File: src/rtl/ram_pkg.sv
// Shared constants and types for the byte-enable dual-port RAM.
// Combinational definitions only; no latency or flow control here.
package ram_pkg;

  localparam int DEF_DATA_WIDTH = 8;
  localparam int DEF_ADDR_WIDTH = 4;
  localparam int DEF_RD_LATENCY = 1;

  localparam int RDW_OLD = 0;
  localparam int RDW_NEW = 1;

  typedef enum logic {
    CLEAR = 1'b0,
    READY = 1'b1
  } clr_state_t;

endpackage

File: src/rtl/ram_clear_seq.sv
// Post-reset sweep that zeroes every RAM word, one address per cycle.
// init_done rises 2**ADDR_WIDTH cycles after reset release; not stallable.
module ram_clear_seq
  import ram_pkg::*;
#(
  parameter int ADDR_WIDTH = DEF_ADDR_WIDTH
) (
  input  logic                  clk,
  input  logic                  rst,
  output logic                  clr_we,
  output logic [ADDR_WIDTH-1:0] clr_addr,
  output logic                  init_done
);

  // One extra counter bit keeps the last-address compare free of wrap.
  localparam logic [ADDR_WIDTH:0] LAST = (ADDR_WIDTH+1)'((2**ADDR_WIDTH) - 1);

  clr_state_t            state;
  logic [ADDR_WIDTH:0]   cnt;

  always_ff @(posedge clk) begin
    if (!rst) begin
      state     <= CLEAR;
      cnt       <= '0;
      init_done <= 1'b0;
    end else begin
      case (state)
        CLEAR: begin
          cnt <= cnt + 1'b1;
          if (cnt == LAST) begin
            state     <= READY;
            init_done <= 1'b1;
          end
        end
        READY: begin
          init_done <= 1'b1;
        end
        default: begin
          state     <= CLEAR;
          cnt       <= '0;
          init_done <= 1'b0;
        end
      endcase
    end
  end

  assign clr_we   = rst && (state == CLEAR);
  assign clr_addr = cnt[ADDR_WIDTH-1:0];

endmodule

File: src/rtl/dpram_be.sv
// Simple dual-port RAM with byte-lane writes, selectable read-during-write and 1/2-cycle reads.
// Reads return RD_LATENCY cycles after acceptance at full rate; requests are ignored until init_done.
module dpram_be
  import ram_pkg::*;
#(
  parameter int DATA_WIDTH = DEF_DATA_WIDTH,
  parameter int ADDR_WIDTH = DEF_ADDR_WIDTH,
  parameter int RD_LATENCY = DEF_RD_LATENCY,
  parameter int RDW_MODE   = RDW_OLD
) (
  input  logic                    clk,
  input  logic                    rst,
  input  logic                    wr_enb,
  input  logic [ADDR_WIDTH-1:0]   wr_addr,
  input  logic [DATA_WIDTH-1:0]   wr_data,
  input  logic [DATA_WIDTH/8-1:0] wr_be,
  input  logic                    rd_enb,
  input  logic [ADDR_WIDTH-1:0]   rd_addr,
  output logic [DATA_WIDTH-1:0]   rd_data,
  output logic                    rd_valid,
  output logic                    init_done
);

  localparam int DEPTH = 2**ADDR_WIDTH;
  localparam int LANES = DATA_WIDTH/8;

  logic [DATA_WIDTH-1:0] mem [DEPTH];

  logic                  clr_we;
  logic [ADDR_WIDTH-1:0] clr_addr;
  logic                  wr_act;
  logic                  rd_act;
  logic                  bypass;
  logic [DATA_WIDTH-1:0] wr_word;
  logic [DATA_WIDTH-1:0] rd_word;
  logic                  pipe_vld;
  logic [DATA_WIDTH-1:0] pipe_dat;

  ram_clear_seq #(
    .ADDR_WIDTH (ADDR_WIDTH)
  ) u_clear_seq (
    .clk       (clk),
    .rst       (rst),
    .clr_we    (clr_we),
    .clr_addr  (clr_addr),
    .init_done (init_done)
  );

  assign wr_act = init_done && wr_enb && (|wr_be);
  assign rd_act = init_done && rd_enb;

  always_comb begin
    wr_word = mem[wr_addr];
    for (int k = 0; k < LANES; k++) begin
      if (wr_be[k]) begin
        wr_word[8*k +: 8] = wr_data[8*k +: 8];
      end
    end
  end

  // New-data mode forwards the merged write word instead of the stored one.
  assign bypass  = (RDW_MODE == RDW_NEW) && wr_act && (wr_addr == rd_addr);
  assign rd_word = bypass ? wr_word : mem[rd_addr];

  always_ff @(posedge clk) begin
    if (clr_we) begin
      mem[clr_addr] <= '0;
    end else if (wr_act) begin
      mem[wr_addr] <= wr_word;
    end
  end

  // Any RD_LATENCY other than 2 builds the single-register path.
  if (RD_LATENCY == 2) begin : g_lat2
    logic                  s1_vld;
    logic [DATA_WIDTH-1:0] s1_dat;

    always_ff @(posedge clk) begin
      if (!rst) begin
        s1_vld <= 1'b0;
        s1_dat <= '0;
      end else begin
        s1_vld <= rd_act;
        if (rd_act) begin
          s1_dat <= rd_word;
        end
      end
    end

    assign pipe_vld = s1_vld;
    assign pipe_dat = s1_dat;
  end else begin : g_lat1
    assign pipe_vld = rd_act;
    assign pipe_dat = rd_word;
  end

  always_ff @(posedge clk) begin
    if (!rst) begin
      rd_data  <= '0;
      rd_valid <= 1'b0;
    end else begin
      rd_valid <= pipe_vld;
      if (pipe_vld) begin
        rd_data <= pipe_dat;
      end
    end
  end

endmodule

File: config.mk
export PLATFORM = sky130hd
export DESIGN_NAME = dpram_be
export DESIGN_NICKNAME = d
export VERILOG_FILES = /design/src/rtl/ram_pkg.sv /design/src/rtl/ram_clear_seq.sv /design/src/rtl/dpram_be.sv
export SDC_FILE = /design/constraint.sdc
export NUM_CORES = 1
export LEC_CHECK = 0
export CAP_MARGIN = 20
export CORE_MARGIN = 4
export CORE_UTILIZATION = 50
export CTS_CLUSTER_DIAMETER = 200
export DETAILED_ROUTE_END_ITERATION = 10
export PLACE_DENSITY = 0.71
export SETUP_SLACK_MARGIN = 0.02
export SYNTH_ARGS = -nofsm -noshare
export SYNTH_HDL_FRONTEND = slang
export SYNTH_SLANG_ARGS = --single-unit
File: constraint.sdc
create_clock -name clk -period 1.92 [get_ports clk]
set_clock_uncertainty 0.2 [all_clocks]
set_input_delay 0.288 -clock clk [delete_from_list [all_inputs] [get_ports clk]]
set_output_delay 0.288 -clock clk [all_outputs]
set_load 0.01 [all_outputs]
==> out/results.ini <==
[sta]
tightest_slew_ps = 534.1
timing.final.crit_share_pct = 99.47
final.setup.worst_slack_ps = 10.14
finalHoldViolCount = 0
grt_setup_unrepaired = true
max_slew_margin_pct = 64.19
setup_viol = 0
period_needed_ps = 1910
fmax_mhz = 523.6
finalMaxSlewViolations = 0

[global_route]
grt_pass1_wl_um = 19200
grt_pass1_vias = 3303
grt_usage_pct = 20.24
grt-ovfl-total = 0
grt_max_degree = 19
antenna_found_initial = 0

[route]
num_vias = 3223
postRouteAntennaNets = 0
wl_um = 12500
drt_iter0_markers = 237
wl_per_cell_um = 22.20
drc_errors = 0
firstDrtPassIters = 4
viasPerCell = 5.725

[synth]
synth_area_leader_cell = edfxtp_1
synthMuxAreaShare_pct = 14.35
synth_top_family_by_area = multiplexers
ys_seq_area_share_pct = 71.48
ys_seq_elements = 144
synth_nets = 355
synth_compound_area_share_pct = 4.790
syn_area_per_cell_sq_um = 17.55
synth_cells = 332
yosys-top-cells-area = edfxtp_1 (66%), dfxtp_1 (5.5%), mux4_2 (5.0%)
synth_top_area_share_pct = 65.98
yosys_warnings = 0
synth_fa_ha_area_share_pct = 0.4296
synth_xor_area_share_pct = 0.4510
yosys.cell_types.count = 36
netlist_area_sq_mm = 0.005826
yosys.area_share.simple_pct = 6.100

[floorplanning]
initial_core_util_pct = 51.02
die_w_um = 115.9
core_area_sq_mm = 0.01142
fp.dieH_um = 115.9
io_pins = 31
num_rows = 39
die-area_sq_mm = 0.01344

[setup_path]
r2r-start = u_clear_seq.state$_SDFF_PN0_
crit_path_max_fanout = 8
worstSetupPathType = register to register
critPathArrivalTime_ps = 1800
critical_path.startpoint = u_clear_seq.state$_SDFF_PN0_
startpoint_type = register
cp.required_ps = 1810
endpoint_kind = register

[status]
status = finished, final reports clean

[placed_design]
gp_congestion = 0.7869
post-dp-hpwl_um = 8678
port_buffers = 30
dp_slack_ps = -503.5

[finish]
nNetsFinal = 430
syn_to_final_growth_pct = 29.96
antenna_cells = 0
layout-drive-gt1-share_pct = 31.43
final_util_pct = 66.31

[clock_tree]
cts.sink_count = 144
clock_latency_ps = 410
cts_buffer_depth = 2
cts-root-buf = clkbuf_16
cts_buffers = 17
cts_tree = done
cts.reportedPaths.clkPinSlew_ps = 50
cts-htree-levels = 4

[pwr]
p_leak_uw = 0.002666
irDropWorstVdd_mv = 0.5168
totalPowerFinal_uw = 6706
powerDensity_mw_per_mm2 = 885.7

[job]
max_cap_violations = 0

[worst_hold_path]
hp-class = input port to register
hold_start = rst

power breakdown:
group	total (uW)	switching [uW]	internal [uW]
clock	2860	1120	1750
combinational	417	201	215
sequential	3430	22.8	3400
total	6710	1340	5370
registers in the layout (all words and copies together), names as in the netlist:
name	count
rd_data	8
u_clear_seq.init_done	1
mem	128
u_clear_seq.cnt	5
u_clear_seq.state	1
rd_valid	1
critical path: stages (launching register included):
cell	delay (ps)
dfxtp_4	350
nand2b_4	150
buf_8	140
a211oi_2	180
buf_4	150
a31oi_4	40
buf_12	160
nor2_4	230
layout make-up:
cell class / count / area, sq um
Sequential cell: 144 / 4172
Timing Repair Buffer: 75 / 837.1
Clock inverter: 10 / 70.07
Tap cell: 143 / 178.9
Fill cell: 780 / 3847
Multi-Input combinational cell: 166 / 1858
Inverter: 3 / 11.26
Clock buffer: 22 / 444.2
timing repair:
item | in CTS | in global routing
hold buffers | 0 | 0
setup endpoints to repair | 129 | 129
pin swaps | 10 | 11
gates resized for setup | 13 | 18
buffers inserted | 0 | 8
hold endpoints to repair | 0 | 0
cell usage after synthesis (all sizes together):
| library cell | number |
|---|---|
| edfxtp | 128 |
| mux4 | 23 |
| mux2i | 19 |
| nor2 | 18 |
| dfxtp | 16 |
| nand2 | 15 |
| o21ai | 12 |
| and3 | 11 |
| buf | 10 |
| clkbuf | 9 |
| a221oi | 8 |
| mux2 | 8 |
| a22oi | 7 |
| a21oi | 6 |
| and2 | 6 |
| nand2b | 6 |
| a31oi | 4 |
| inv | 3 |
| nand3 | 3 |
| nor2b | 3 |
| xnor2 | 3 |
| a211oi | 2 |
| ha | 2 |
| nand4b | 2 |
| nor4b | 2 |
| a21boi | 1 |
| a21o | 1 |
| nand3b | 1 |
| nor3 | 1 |
| nor4 | 1 |
| o21a | 1 |
path summary, 6_finish.rpt:
| check | end | slack (ps) | depth (start not counted) |
|---|---|---|---|
| max | mem[4][1]$_DFFE_PP_ | 10 | 7 |
| min | u_clear_seq.init_done$_SDFFE_PN0P_ | 190 | 3 |
| min reg2reg | rd_data[6]$_SDFFE_PN0P_ | 260 | 2 |
| max reg2reg | mem[4][1]$_DFFE_PP_ | 10 | 7 |
through the flow:
step,cells,hold WS (ps),cell area (sq um),TNS [ps]
2_1_floorplan,332,257.2,6057,0
3_3_place_gp,523,241.0,6825,-76380
3_5_place_dp,523,248.2,6825,-84520
4_1_cts,555,261.2,7391,-89.23
5_1_grt,563,201.9,7571,-1836
6_report,563,186.0,7571,0
cell usage in the layout (no fill, tap or decap), types with 2 or more instances in the layout:
cell / instances
and2_1: 6
a21oi_4: 2
nor2b_1: 2
o21ai_4: 3
a22oi_1: 7
clkinv_2: 5
mux2i_1: 19
nand2_1: 14
ha_1: 2
clkbuf_1: 5
nand4b_1: 2
clkdlybuf4s50_1: 24
mux4_1: 10
o21ai_0: 8
nor2_4: 17
edfxtp_1: 128
a21oi_2: 2
nand2b_1: 5
mux4_2: 13
a211oi_2: 2
a21oi_1: 2
dfxtp_4: 2
buf_6: 2
a221oi_1: 8
inv_1: 3
dfxtp_1: 14
buf_12: 15
nor4b_4: 2
nand3_1: 2
clkbuf_16: 17
buf_4: 27
and3_1: 10
clkinv_1: 4
dlymetal6s2s_1: 2
dlygate4sd2_1: 3
a31oi_4: 4
mux2_2: 8
xnor2_1: 3
per-layer routing:
metal / up-vias / track usage, % / wire, um
li1: 1478 / - / -
met1: 1633 / 26.76 / 5177
met2: 97 / 32.03 / 6384
met3: 15 / 6.005 / 715
met4: 0 / 7.579 / 223
met5: - / 0 / 0
kinds of logic after synthesis:
logic type	Yosys count
buffers and inverters	22
AO/OA/AOI/OAI	42
multiplexers	50
adder cells (fa/ha/maj)	2
flip-flops	144
AND/OR/NAND/NOR	69
XOR/XNOR	3
(Power assumes the default switching activity.)
